===== config.mk =====
export PLATFORM = sky130hd
export DESIGN_NAME = pcm_soft_mute_seq
export DESIGN_NICKNAME = d
export VERILOG_FILES = /design/src/rtl/pcm_soft_mute_seq_pkg.sv /design/src/rtl/pcm_soft_mute_seq_gain_mul.sv /design/src/rtl/pcm_soft_mute_seq.sv
export SDC_FILE = /design/constraint.sdc
export NUM_CORES = 1
export LEC_CHECK = 0
export BUFFER_PORTS_ARGS = -buffer_cell sky130_fd_sc_hd__buf_2
export CORE_ASPECT_RATIO = 1.75
export CORE_MARGIN = 5
export CORE_UTILIZATION = 50
export CTS_BUF_LIST = sky130_fd_sc_hd__clkbuf_8 sky130_fd_sc_hd__clkbuf_16
export DETAILED_ROUTE_END_ITERATION = 12
export HOLD_SLACK_MARGIN = 0.15
export PLACE_DENSITY = 0.7
export SLEW_MARGIN = 0
export SYNTH_ARGS = -nofsm -noshare
export SYNTH_HDL_FRONTEND = slang
export SYNTH_SLANG_ARGS = --single-unit

===== constraint.sdc =====
create_clock -name mck_i -period 7.2 [get_ports mck_i]
set_input_delay 0.36 -clock mck_i [delete_from_list [all_inputs] [get_ports mck_i]]
set_output_delay 0.36 -clock mck_i [all_outputs]
set_load 0.01 [all_outputs]

===== src/rtl/pcm_soft_mute_seq_pkg.sv =====
// Shared types and helpers for the PCM soft-mute sequencer.
package pcm_mute_pkg;

    // Sequencer states; 3-bit encoding so the state register is easy to probe.
    typedef enum logic [2:0] {
        PLAY      = 3'd0,
        RAMP_DN   = 3'd1,
        HOLD      = 3'd2,
        MUTED_CLK = 3'd3,
        CLK_WAIT  = 3'd4,
        RAMP_UP   = 3'd5
    } mute_state_e;

    // Unity gain for a gain word with gw fraction bits.
    function automatic int gain_unity(input int gw);
        return 1 << gw;
    endfunction

    // Width of the shared frame counter; it must hold both HOLD_FRAMES-1
    // and CLK_SETTLE-1. Never narrower than one bit.
    function automatic int cnt_width(input int hold_frames, input int clk_settle);
        int m;
        m = (hold_frames > clk_settle) ? hold_frames : clk_settle;
        return (m <= 1) ? 1 : $clog2(m);
    endfunction

endpackage


===== src/rtl/pcm_soft_mute_seq_gain_mul.sv =====
// One-channel gain stage: signed sample times unsigned gain, shifted back by
// GW with truncation toward -inf. Unity gain bypasses the multiplier so the
// sample passes bit-exact.
module pcm_gain_mul
    import pcm_mute_pkg::*;
#(
    parameter int DW = 24,
    parameter int GW = 10
) (
    input  logic [DW-1:0] sample_i,
    input  logic [GW:0]   gain_i,
    output logic [DW-1:0] sample_o
);

    localparam int          PW    = DW + GW + 2;
    localparam int          GAW   = GW + 1;
    localparam logic [GW:0] UNITY = GAW'(gain_unity(GW));

    logic signed [PW-1:0] s_ext;
    logic signed [PW-1:0] g_ext;
    logic signed [PW-1:0] prod;

    // Sign-extend the sample, zero-extend the gain, multiply and scale back.
    always_comb begin
        s_ext    = {{(GW + 2){sample_i[DW-1]}}, sample_i};
        g_ext    = {{(DW + 1){1'b0}}, gain_i};
        prod     = s_ext * g_ext;
        sample_o = (gain_i == UNITY) ? sample_i : DW'(prod >>> GW);
    end

endmodule


===== src/rtl/pcm_soft_mute_seq.sv =====
// Soft-mute sequencer: linear per-frame gain ramp on N_CH channels plus a
// clock-mute request that is only raised after data has been silent for
// HOLD_FRAMES frames, and dropped CLK_SETTLE frames before the ramp-up.
//
// Interface: frame_vld_i is a one-cycle strobe qualifying pcm_i; there is no
// backpressure. pcm_vld_o is that strobe delayed one cycle and qualifies
// pcm_o; pcm_o holds its value between strobes.
module pcm_soft_mute_seq
    import pcm_mute_pkg::*;
#(
    parameter int N_CH        = 2,
    parameter int DW          = 24,
    parameter int GW          = 10,
    parameter int RAMP_STEP   = 8,
    parameter int HOLD_FRAMES = 1024,
    parameter int CLK_SETTLE  = 64
) (
    input  logic                 mck_i,
    input  logic                 nrst_i,
    input  logic                 mute_i,
    input  logic                 frame_vld_i,
    input  logic [N_CH*DW-1:0]   pcm_i,
    output logic [N_CH*DW-1:0]   pcm_o,
    output logic                 pcm_vld_o,
    output logic                 ndatmute_o,
    output logic                 nclkmute_o,
    output logic                 busy_o
);

    localparam int          GAW         = GW + 1;
    localparam int          CW          = cnt_width(HOLD_FRAMES, CLK_SETTLE);
    localparam logic [GW:0] UNITY_G     = GAW'(gain_unity(GW));
    localparam logic [GW:0] STEP_G      = GAW'(RAMP_STEP);
    localparam logic [CW-1:0] HOLD_LAST   = CW'(HOLD_FRAMES - 1);
    localparam logic [CW-1:0] SETTLE_LAST = CW'(CLK_SETTLE - 1);

    logic mute_meta_q;
    logic mute_sync_q;

    mute_state_e state_q, state_d;
    logic [GW:0] gain_q, gain_d;
    logic [CW-1:0] cnt_q, cnt_d;
    logic [GW:0] gain_dn;
    logic [GW:0] gain_up;

    logic ndat_q;
    logic nclk_q;
    logic busy_q;
    logic [N_CH*DW-1:0] mul_out;
    logic [N_CH*DW-1:0] pcm_q;
    logic               pcm_vld_q;

    // Two-flop synchroniser for the asynchronous mute request. It resets to
    // "muted" so the sequencer stays in MUTED_CLK until a real release is seen.
    always_ff @(posedge mck_i or negedge nrst_i) begin
        if (!nrst_i) begin
            mute_meta_q <= 1'b1;
            mute_sync_q <= 1'b1;
        end else begin
            mute_meta_q <= mute_i;
            mute_sync_q <= mute_meta_q;
        end
    end

    // Saturating one-step gain candidates used by the FSM.
    always_comb begin
        gain_dn = (gain_q <= STEP_G) ? '0 : (gain_q - STEP_G);
        gain_up = (gain_q >= (UNITY_G - STEP_G)) ? UNITY_G : (gain_q + STEP_G);
    end

    // Next-state, gain and counter logic. Ramp and hold transitions are
    // frame-gated and apply their gain step on the same frame; only the
    // MUTED_CLK <-> CLK_WAIT edges react to the synced request directly.
    always_comb begin
        state_d = state_q;
        gain_d  = gain_q;
        cnt_d   = cnt_q;
        case (state_q)
            PLAY: begin
                if (frame_vld_i && mute_sync_q) begin
                    gain_d  = gain_dn;
                    cnt_d   = '0;
                    state_d = (gain_dn == '0) ? HOLD : RAMP_DN;
                end
            end
            RAMP_DN: begin
                if (frame_vld_i) begin
                    if (!mute_sync_q) begin
                        gain_d  = gain_up;
                        state_d = (gain_up == UNITY_G) ? PLAY : RAMP_UP;
                    end else begin
                        gain_d = gain_dn;
                        if (gain_dn == '0) begin
                            state_d = HOLD;
                            cnt_d   = '0;
                        end
                    end
                end
            end
            HOLD: begin
                if (frame_vld_i) begin
                    if (!mute_sync_q) begin
                        gain_d  = gain_up;
                        state_d = (gain_up == UNITY_G) ? PLAY : RAMP_UP;
                    end else if (cnt_q == HOLD_LAST) begin
                        state_d = MUTED_CLK;
                        cnt_d   = '0;
                    end else begin
                        cnt_d = cnt_q + CW'(1);
                    end
                end
            end
            MUTED_CLK: begin
                if (!mute_sync_q) begin
                    state_d = CLK_WAIT;
                    cnt_d   = '0;
                end
            end
            CLK_WAIT: begin
                if (mute_sync_q) begin
                    state_d = MUTED_CLK;
                end else if (frame_vld_i) begin
                    if (cnt_q == SETTLE_LAST) begin
                        state_d = RAMP_UP;
                        cnt_d   = '0;
                    end else begin
                        cnt_d = cnt_q + CW'(1);
                    end
                end
            end
            RAMP_UP: begin
                if (frame_vld_i) begin
                    if (mute_sync_q) begin
                        gain_d  = gain_dn;
                        cnt_d   = '0;
                        state_d = (gain_dn == '0) ? HOLD : RAMP_DN;
                    end else begin
                        gain_d = gain_up;
                        if (gain_up == UNITY_G) begin
                            state_d = PLAY;
                        end
                    end
                end
            end
            default: begin
                state_d = MUTED_CLK;
                gain_d  = '0;
                cnt_d   = '0;
            end
        endcase
    end

    // State, gain, counter and status flags, all registered together so the
    // mute flags never glitch and always agree with the gain in use.
    always_ff @(posedge mck_i or negedge nrst_i) begin
        if (!nrst_i) begin
            state_q <= MUTED_CLK;
            gain_q  <= '0;
            cnt_q   <= '0;
            ndat_q  <= 1'b0;
            nclk_q  <= 1'b0;
            busy_q  <= 1'b0;
        end else begin
            state_q <= state_d;
            gain_q  <= gain_d;
            cnt_q   <= cnt_d;
            ndat_q  <= (gain_d != '0);
            nclk_q  <= (state_d != MUTED_CLK);
            busy_q  <= (state_d == RAMP_DN) || (state_d == RAMP_UP) || (state_d == CLK_WAIT);
        end
    end

    // One gain stage per channel; all use the gain in force before this frame.
    for (genvar ch = 0; ch < N_CH; ch++) begin : g_ch
        pcm_gain_mul #(
            .DW(DW),
            .GW(GW)
        ) u_mul (
            .sample_i(pcm_i[ch*DW +: DW]),
            .gain_i  (gain_q),
            .sample_o(mul_out[ch*DW +: DW])
        );
    end

    // Output register: capture the gained frame on the strobe, hold otherwise.
    always_ff @(posedge mck_i or negedge nrst_i) begin
        if (!nrst_i) begin
            pcm_q     <= '0;
            pcm_vld_q <= 1'b0;
        end else begin
            pcm_vld_q <= frame_vld_i;
            if (frame_vld_i) begin
                pcm_q <= mul_out;
            end
        end
    end

    assign pcm_o      = pcm_q;
    assign pcm_vld_o  = pcm_vld_q;
    assign ndatmute_o = ndat_q;
    assign nclkmute_o = nclk_q;
    assign busy_o     = busy_q;

endmodule


==> metrics <==
status=finished clean; Post-CTS Repair Setup Buffers=0; Core ar.=~43000 um2; hold path depth=0; total negative setup slack=0 ps; Starting Density=0.502; net count after synthesis=about 3.2k; Setup CP Type=reg2reg; Hold Fails Final Rpt=0; vias in the first global route=about 19k; most common cell in the netlist=inv_1; Synth Flop Type=dfrtp_1; synth unique cells=between 60 and 70; fin crit period=between 6000 and 7000 ps; die area=between 40000 and 50000 um2; R2R depth=19; post-route ant nets=0; H-tree depth=3; Area contributors post-synth=fa_1 (41%), inv_1 (9.7%), dfrtp_1 (8.5%); period utilization=0.897; startpoint types=flip-flop; Fin Clk Skew=between 10 and 15 ps; Residual DRC=0; Mapped Area=between 20000 and 25000 um2; commonest cells in the netlist=inv_1 (561), fa_1 (448), nand2_1 (446); critical path's slowest cell=dfrtp_2; Slew @ Worst Pin=1020 ps; Cell Rows=between 100 and 150; Yosys warning count=0; CP endpoint kind=flip-flop; Slew HR=0.317; Clock Path Buffers=2; largest net degree at the start of global routing=73; Net count, final=3207; RePlAce Congestion=around 0.94; Chip Width=167 um; Mapped Cells=2577; DRT iter0 DRCs=1103; Yosys top cell by area=fa_1; fmax=between 150 and 200 MHz; initial antenna violation count=1; Die Span Y=about 290 um; clock sink total=78; sequential share of the synthesized area=0.0902; critical path fanouts, max=45; drt first pass iters=6; Synth Register Bits=between 70 and 80; Worst EP required=7490 ps; clk slew on worst S/H paths=~70 ps; vias=approximately 18k; root buf cell=clkbuf_16; max_cap viols=0; Yosys top cell area share=0.413; Critical Path AT=a little under 7000 ps; HPWL after DPL=between 50 and 60 mm; GR Overflow Total=0; final slew viol count=0; routed wire length=approximately 63 mm; routed len/inst=20.1 um; HP Class=reg2reg; CTS tree=built; Worst-Skew Late Latency=between 300 and 400 ps; max incr delay on CP=roughly 900 ps; # setup viols final=0; io pins=around 100; crit-path cells=nand2_1, fa_1, fa_1, inv_1, fa_1, fa_1, inv_1, fa_1, inv_1, ha_1, a211oi_1, nand2_1, a221oi_1, nor4_1, or2_2, a221oi_1, xnor2_1, nor2_1, a211oi_1; first-pass GRT wire length=about 100 mm; RSZ-0062 raised after global routing=false; most frequent CP cell=fa_1; PortBufs=between 100 and 150; syn_area_per_cell=approximately 8.4 um2; share of cells above drive strength 1=0.0677; CTS Buf Count=9; share of flip-flops with an asynchronous set or reset=1.00; Global Route Usage Sum=0.271; EDFF count, synth=0; area added between synthesis and finish=5.53%; post-DR vias/cell=5.65
==> layer usage <==
metal,vias up,wire length [um],global-route usage
met4,0,4160,0.154
met1,9013,20800,0.290
met5,-,0,0
li1,7733,-,-
met3,243,3380,0.0259
met2,736,34700,0.514
==> registers in the layout, indices dropped and copies added, names as in the netlist <==
register,flops
cnt_q,10
mute_meta_q,1
state_q,3
pcm_o,48
nclkmute_o,1
ndatmute_o,1
busy_o,1
pcm_vld_o,1
mute_sync_q,1
gain_q,11
==> worst paths after layout <==
kind,slack [ps],from,endpoint
hold / removal,360,mute_meta_q$_DFF_PN1_,mute_sync_q$_DFF_PN1_
max in group asynchronous,5590,nrst_i,gain_q[9]$_DFF_PN0_
setup reg to reg,740,gain_q[3]$_DFF_PN0_,pcm_o[46]$_DFFE_PN0P_
setup / recovery,740,gain_q[3]$_DFF_PN0_,pcm_o[46]$_DFFE_PN0P_
min in group asynchronous,480,nrst_i,cnt_q[6]$_DFFE_PN0P_
hold reg to reg,360,mute_meta_q$_DFF_PN1_,mute_sync_q$_DFF_PN1_
==> worst max-delay path, delay by kind of cell, from the launching register on <==
kind / cells / cell delay, ps
buffers and inverters: 3 / 150
and+or+nand+nor: 5 / 910
xor gates and xnor gates: 1 / 160
DFF: 1 / 880
adders and majority gates: 6 / 2860
AOI/OAI and AO/OA: 4 / 1380
==> placed cells by master (no fill, tap or decap), types with 18 or more instances in the layout <==
master,n
nand2_1,446
nor3_1,18
nor2_1,102
o21ai_0,55
xor2_1,22
buf_2,101
and2_1,159
fa_1,448
and3_1,18
inv_1,563
dfrtp_1,64
ha_1,142
buf_4,24
a31oi_1,20
xnor2_1,46
a21oi_1,101
nand3_1,25
==> repair_timing <==
item / in CTS / in global routing
hold buffers: 2 / 0
hold endpoints to repair: 33 / 0
resized for setup: 0 / 0
==> final cells by class <==
class	count	area, um2
timing repair buffer	127	706
fill	4052	20300
clock buffer	9	225
multi-input combinational	1788	17100
clock inverter	7	115
sequential	78	1970
tap	566	708
inverter	561	2110
antenna	1	2.50
==> logic make-up after synthesis <==
kind of cell    synth area share
xor+xnor                  0.0275
fa+ha+maj                  0.495
mux                      0.00288
buf+inv                    0.123
flops                     0.0902
simple gates               0.179
compound gates            0.0815
==> per-stage QoR <==
stage / instances / cell area, um2 / setup WS [ps] / util / hold slack (ps)
2_1_floorplan: 2577 / 21700 / 1160 / - / 64.4
3_3_place_gp: 3118 / 22500 / 819 / 0.521 / 346
3_5_place_dp: 3118 / 22500 / 705 / 0.521 / 348
4_1_cts: 3136 / 22900 / 686 / 0.530 / 359
5_1_grt: 3136 / 22900 / 309 / 0.530 / 365
6_report: 3137 / 22900 / 743 / 0.530 / 357
Power is not shown: default switching activity piles up to over one toggle a cycle in this logic, so the estimate is an artifact.
